<file path="src/rtl/text_buf_writer.sv">
// Text buffer writer: turns a stream of ASCII codes into character-RAM writes
// and tracks a (col,row) cursor. Handles CR, LF, BS and FF (clear screen).
// The buffer is blanked after every reset and every FF.
module text_buf_writer #(
  parameter int          COLS       = 16,
  parameter int          ROWS       = 8,
  parameter logic [7:0]  BLANK_CHAR = 8'h20,
  localparam int         COL_W      = $clog2(COLS),
  localparam int         ROW_W      = $clog2(ROWS),
  localparam int         AW         = COL_W + ROW_W
) (
  input  logic             clk,
  input  logic             rst,
  input  logic [7:0]       char_in,
  input  logic             char_valid,
  output logic             char_ready,
  output logic             wr_en,
  output logic [AW-1:0]    wr_addr,
  output logic [7:0]       wr_data,
  output logic [COL_W-1:0] cursor_col,
  output logic [ROW_W-1:0] cursor_row,
  output logic             busy
);

  localparam logic [7:0] C_BS = 8'h08;
  localparam logic [7:0] C_LF = 8'h0A;
  localparam logic [7:0] C_FF = 8'h0C;
  localparam logic [7:0] C_CR = 8'h0D;

  typedef enum logic [1:0] {CLEAR, IDLE, WRITE} state_t;

  state_t        state, state_nxt;
  logic [AW-1:0] clr_cnt;
  logic [7:0]    char_q;
  logic          accept;
  logic          clr_last;
  logic          in_print;
  logic          q_print;

  // Reset is folded into the handshake flags so they are defined from time 0.
  assign char_ready = (state == IDLE) && !rst;
  assign busy       = (state == CLEAR) || rst;
  assign accept     = char_valid && char_ready;
  assign clr_last   = (clr_cnt == {AW{1'b1}});
  assign in_print   = (char_in >= 8'h20) && (char_in <= 8'h7E);
  assign q_print    = (char_q  >= 8'h20) && (char_q  <= 8'h7E);

  // State register.
  always_ff @(posedge clk) begin
    if (rst) state <= CLEAR;
    else     state <= state_nxt;
  end

  // Next-state: clear sweep, wait for a character, apply it.
  always_comb begin
    state_nxt = state;
    case (state)
      CLEAR:   if (clr_last) state_nxt = IDLE;
      IDLE:    if (accept) state_nxt = WRITE;
      WRITE:   state_nxt = (char_q == C_FF) ? CLEAR : IDLE;
      default: state_nxt = CLEAR;
    endcase
  end

  // Datapath: the RAM write is decided at acceptance so the strobe lines up
  // with the WRITE cycle; the cursor moves at the end of WRITE.
  always_ff @(posedge clk) begin
    if (rst) begin
      wr_en      <= 1'b0;
      wr_addr    <= '0;
      wr_data    <= '0;
      clr_cnt    <= '0;
      char_q     <= '0;
      cursor_col <= '0;
      cursor_row <= '0;
    end else begin
      wr_en <= 1'b0;
      case (state)
        CLEAR: begin
          wr_en   <= 1'b1;
          wr_addr <= clr_cnt;
          wr_data <= BLANK_CHAR;
          clr_cnt <= clr_cnt + AW'(1);
          if (clr_last) begin
            cursor_col <= '0;
            cursor_row <= '0;
          end
        end
        IDLE: begin
          if (accept) begin
            char_q <= char_in;
            if (in_print) begin
              wr_en   <= 1'b1;
              wr_addr <= {cursor_row, cursor_col};
              wr_data <= char_in;
            end else if (char_in == C_BS && cursor_col != '0) begin
              wr_en   <= 1'b1;
              wr_addr <= {cursor_row, cursor_col - COL_W'(1)};
              wr_data <= BLANK_CHAR;
            end
          end
        end
        WRITE: begin
          if (q_print) begin
            cursor_col <= cursor_col + COL_W'(1);
            if (cursor_col == {COL_W{1'b1}}) cursor_row <= cursor_row + ROW_W'(1);
          end else if (char_q == C_CR) begin
            cursor_col <= '0;
          end else if (char_q == C_LF) begin
            cursor_col <= '0;
            cursor_row <= cursor_row + ROW_W'(1);
          end else if (char_q == C_BS) begin
            if (cursor_col != '0) cursor_col <= cursor_col - COL_W'(1);
          end else if (char_q == C_FF) begin
            clr_cnt <= '0;
          end
        end
        default: ;
      endcase
    end
  end

endmodule

</file>
<file path="config.mk">
export PLATFORM = sky130hd
export DESIGN_NAME = text_buf_writer
export DESIGN_NICKNAME = d
export VERILOG_FILES = /design/src/rtl/text_buf_writer.sv
export SDC_FILE = /design/constraint.sdc
export NUM_CORES = 1
export LEC_CHECK = 0
export BUFFER_PORTS_ARGS = -buffer_cell sky130_fd_sc_hd__buf_2
export CAP_MARGIN = 20
export CELL_PAD_IN_SITES_DETAIL_PLACEMENT = 1
export CELL_PAD_IN_SITES_GLOBAL_PLACEMENT = 2
export CORE_MARGIN = 2
export CORE_UTILIZATION = 32
export DETAILED_ROUTE_END_ITERATION = 16
export PLACE_DENSITY = 0.82
export SLEW_MARGIN = 5
export SYNTH_ARGS = -nofsm -noshare
export SYNTH_HDL_FRONTEND = slang
export SYNTH_SLANG_ARGS = --single-unit
</file>
<file path="constraint.sdc">
create_clock -name clk -period 2.2 [get_ports clk]
set_input_delay 0 -clock clk [delete_from_list [all_inputs] [get_ports clk]]
set_output_delay 0 -clock clk [all_outputs]
set_load 0.05 [all_outputs]
</file>
; Word level (Yosys, flattened, before mapping)
; Cells that the tools add are included.
[word_totals]
register_bits = 40
in_bits = 11
[op_classes]
add_sub_neg = 4
n_lt_le_gt_ge = 4
n_eq_ne = 22
n_mux = 35
reduce_logical = 17
[op_table]
columns = operator, n
row1 = 2-to-1 mux 7 bit, 8
row2 = == test 8 x 4 -> 1 bit (second input constant), 5
row3 = one-hot mux 7 bit (2 select lines), 2
row4 = 2-to-1 mux 4 bit, 6
row5 = 2-to-1 mux 8 bit, 3
row6 = >= comparator 8 x 6 -> 1 bit (second input constant), 2
row7 = <= comparator 8 x 7 -> 1 bit (second input constant), 2
row8 = one-hot mux 8 bit (2 select lines), 1
row9 = 2-to-1 mux 3 bit, 5
row10 = inequality test 2 bit (second input constant), 7
row11 = inequality test 5 bit (second input constant), 2
row12 = inequality test 3 bit (second input constant), 3
row13 = one-hot mux 4 bit (2 select lines), 1
row14 = adder 7 x 1 -> 7 bit (second input constant), 1
row15 = == test 7 bit (second input constant), 1
row16 = one-hot mux 2 bit (3 select lines), 1
row17 = one-hot mux 3 bit (2 select lines), 1
row18 = AND reduction 6 bit, 1
row19 = logical AND 1 bit, 5
row20 = AND reduction 5 bit, 1
row21 = adder 4 x 1 -> 4 bit (second input constant), 1
row22 = == test 4 bit (second input constant), 1
row23 = 2-to-1 mux 1 bit, 4
row24 = 2-to-1 mux 2 bit, 2
row25 = 14 further kinds, 16

; Logic depth before layout (Yosys ltp)
[logic_depth]
ltp_word = 7
ltp_mapped = 9
mapped_depth_nobuf = 7

; Least setup slack after synthesis
; Ideal clock, no wire load.
[synth_path]
path_type = reg2reg
startpoint = reg cursor_col[0]
endpoint = reg cursor_col[2]
setup_ns = 0.156
t_arrival_ns = 2.164
t_required_ns = 2.044
path_slack_ns = -0.120
path_stages_with_launch = 8
period_less_slack_ns = 2.320
cell_sequence = dfxtp_1 > inv_1 > ha_1 > nor3b_1 > a211oi_1 > a2111oi_0 > o21ai_0 > a31oi_1
[synth_via]
elab_chain_len = 7
elab_cells_between_ends = 11
[synth_lines]
columns = element, line_no
row1 = from (decl), 20  ; output logic [COL_W-1:0] cursor_col,
row2 = from (signal assigned), 105  ; cursor_col <= cursor_col + COL_W'(1);
row3 = from (signal assigned), 113  ; if (cursor_col != '0) cursor_col <= cursor_col - COL_W'(1);
row4 = subtractor 4 x 1 -> 4 bit, 113
row5 = 2-to-1 mux 4 bit, 113
row6 = 2-to-1 mux 4 bit, 112  ; end else if (char_q == C_BS) begin
row7 = 2-to-1 mux 4 bit, 109  ; end else if (char_q == C_LF) begin
row8 = 2-to-1 mux 4 bit, 107  ; end else if (char_q == C_CR) begin
row9 = 2-to-1 mux 4 bit, 104  ; if (q_print) begin
row10 = one-hot mux 4 bit (2 select lines), 78  ; case (state)
; Parallel ways exist; a longest one is shown, timed or not. The select of a mux whose other input is x is not followed.
; A chain may end at the register's enable or synchronous reset.

; Worst setup path in the final report
[layout_path]
startpoint = reg cursor_col[1]
endpoint = reg cursor_col[2]
; The elaborated chain is that of the path after synthesis.

==> results.cfg <==
[run]
drv_cap = 0

[clock_tree]
path_clk_slew_ps = 90
cts_tree = yes
cts-root-buf = clkbuf_8
cts_buffers = 5
clock_sinks = 40
htree_num_levels = 2
clockBufferDepth = 2
clk_latency_ps = 300

[synth]
netlist_instances = 234
ys_seq_area_frac = 0.403
ys_seq_elements = 40
synth.net_count = 249
syn_area_um2 = 1990
ys_types = 51
synthFlopType = dfxtp_1
ys_warn_count = 0
postSynthAreaPerCell_um2 = 8.49
async_reset_ff_frac = 0
synth_edf_count = 0

[critical_path]
worst-r2r-cell-count = 7
worstSetupEndpointType = flip-flop
crit_fanout = 6
start_kind = flip-flop
critical_path_class = flip-flop to flip-flop
arrival_ps = 2240
required_ps = 2420

[routing]
postRouteAntennaNets = 0
remaining_drc_errors = 0
drt-pass1-iter-count = 4
avgRoutedWirePerCell_um = 16.8
via_count = 1907
routed_wl_um = 6040
drtIter0Drc = 79
via_per_inst = 5.31

[global_routing]
antenna_found_initial = 0
grt_overflow = 0
grt_max_degree = 18
grt_pass1_wl_um = 9720
track_usage = 0.189
grt_pass1_vias = 1920

[placement]
dp.cells = 346
gp_congestion = 0.838
portBuffers = 35
hpwl_um = 4370

[die]
start_util = 0.333
die_x_um = 82.8
io_pins = 36
core-area_um2 = 5960
die_area_um2 = 6850
num_rows = 28
die_h_um = 82.8

[power_and_ir_drop]
p_leak_nw = 0.958
power_density_nw_per_um2 = 593
max-vdd-ir-drop_v = 0.000397

[timing]
fmax_mhz = 494
fin_skew_ps = 12.6
tightest_slew_ps = 635
setup_tns_ps = 0
fin_crit_ps = 2030
drv_slew = 0
grt_setup_unrepaired = false
slew_headroom = 0.573
hold_viol_final = 0
fin_crit_sh = 0.921
setup_viol = 0

[status]
outcome = finished, final reports clean

[layout]
drive_above_1_share = 0.278
area_growth_pct = 24.5
fin_nets = 298
n_antenna_cell = 0
final_common_cell = dfxtp_1
mostFrequentLayoutCells = dfxtp_1, buf_2, nand2_1, nor2_1, nor3_1
instances_no_fill = 359

[hold_path]
worstHoldPathType = input port to flip-flop
hold_depth = 3
==> logic make-up (layout without fill, tap and decap cells) <==
family,after synthesis,after routing,share of synthesized area
xor+xnor,6,6,0.0265
simple gates,103,103,0.273
compound gates,62,62,0.223
mux,2,2,0.0113
buf+inv,17,67,0.0372
fa+ha+maj,4,4,0.0252
flops,40,40,0.403
==> timing repair <==
item / in CTS / in global routing
setup buffers: 0 / 0
hold buffers: 5 / 0
setup endpoints to repair: 3 / 3
resized for setup: 1 / 3
endpoints found under the hold margin: 10 / 0
==> power by group <==
group | switching (mW) | internal [mW]
registers | 0.00946 | 0.733
logic | 0.0620 | 0.0341
clock network | 0.285 | 0.342
==> layer usage <==
metal  global-route usage  share of wire  up-vias
met5                    0              0        -
met4               0.0410          0.011        0
met3               0.0390          0.042        6
met2                0.307           0.45       46
met1                0.259           0.50      891
li1                     -              -      964
==> sequential cells by signal, indices dropped and copies added, names as in the netlist <==
name	count
char_q	8
cursor_row	3
clr_cnt	7
wr_data	8
state	2
cursor_col	4
wr_addr	7
wr_en	1
==> worst max-delay path, stage by stage (launching register included) <==
cell and delay, ps:
dfxtp_2 370, inv_1 70, ha_1 220, nor3b_2 190
a211oi_1 480, a21oi_2 100, or3b_1 380, a31oi_1 160
==> final timing paths <==
path	from	endpoint	slack, ps
min	char_in[6]	char_q[6]	8
min reg2reg	wr_data[7]	wr_data[7]	470
max reg2reg	cursor_col[1]	cursor_col[2]	170
max	cursor_col[1]	cursor_col[2]	170
==> cell type report <==
type / count / area [um^2]
Multi-Input combinational cell: 177 / 1120
Timing Repair Buffer: 51 / 308
Clock inverter: 3 / 46.3
Inverter: 8 / 30.0
Sequential cell: 40 / 803
Tap cell: 75 / 93.8
Fill cell: 734 / 3480
Clock buffer: 5 / 68.8
==> metrics by stage <==
step	util	hold slack, ps	setup WS (ps)	power (mW)	instance area, um^2
CTS	0.414	9.49	71.9	1.48	2470
detailed placement	0.386	262	-24.7	0.848	2300
global route	0.415	48.8	4.47	1.52	2470
global placement	0.386	249	83.0	0.848	2300
floorplan	-	109	101	0.813	1990
finish	0.415	8.47	174	1.47	2470
==> synthesized netlist by cell type, types with 4 or more instances <==
master	number	area (um^2)
nand3_1	8	40.0
a22o_1	5	43.8
nor3_1	15	75.1
dfxtp_1	40	801
a311oi_1	6	52.6
o21ai_0	14	70.1
xnor2_1	6	52.6
inv_1	7	26.3
nand2_1	33	124
nor2_1	17	63.8
clkbuf_1	5	18.8
ha_1	4	50.1
a21oi_1	7	35.0
a31oi_1	7	43.8
Note: power is estimated with default switching activity, not from simulation.
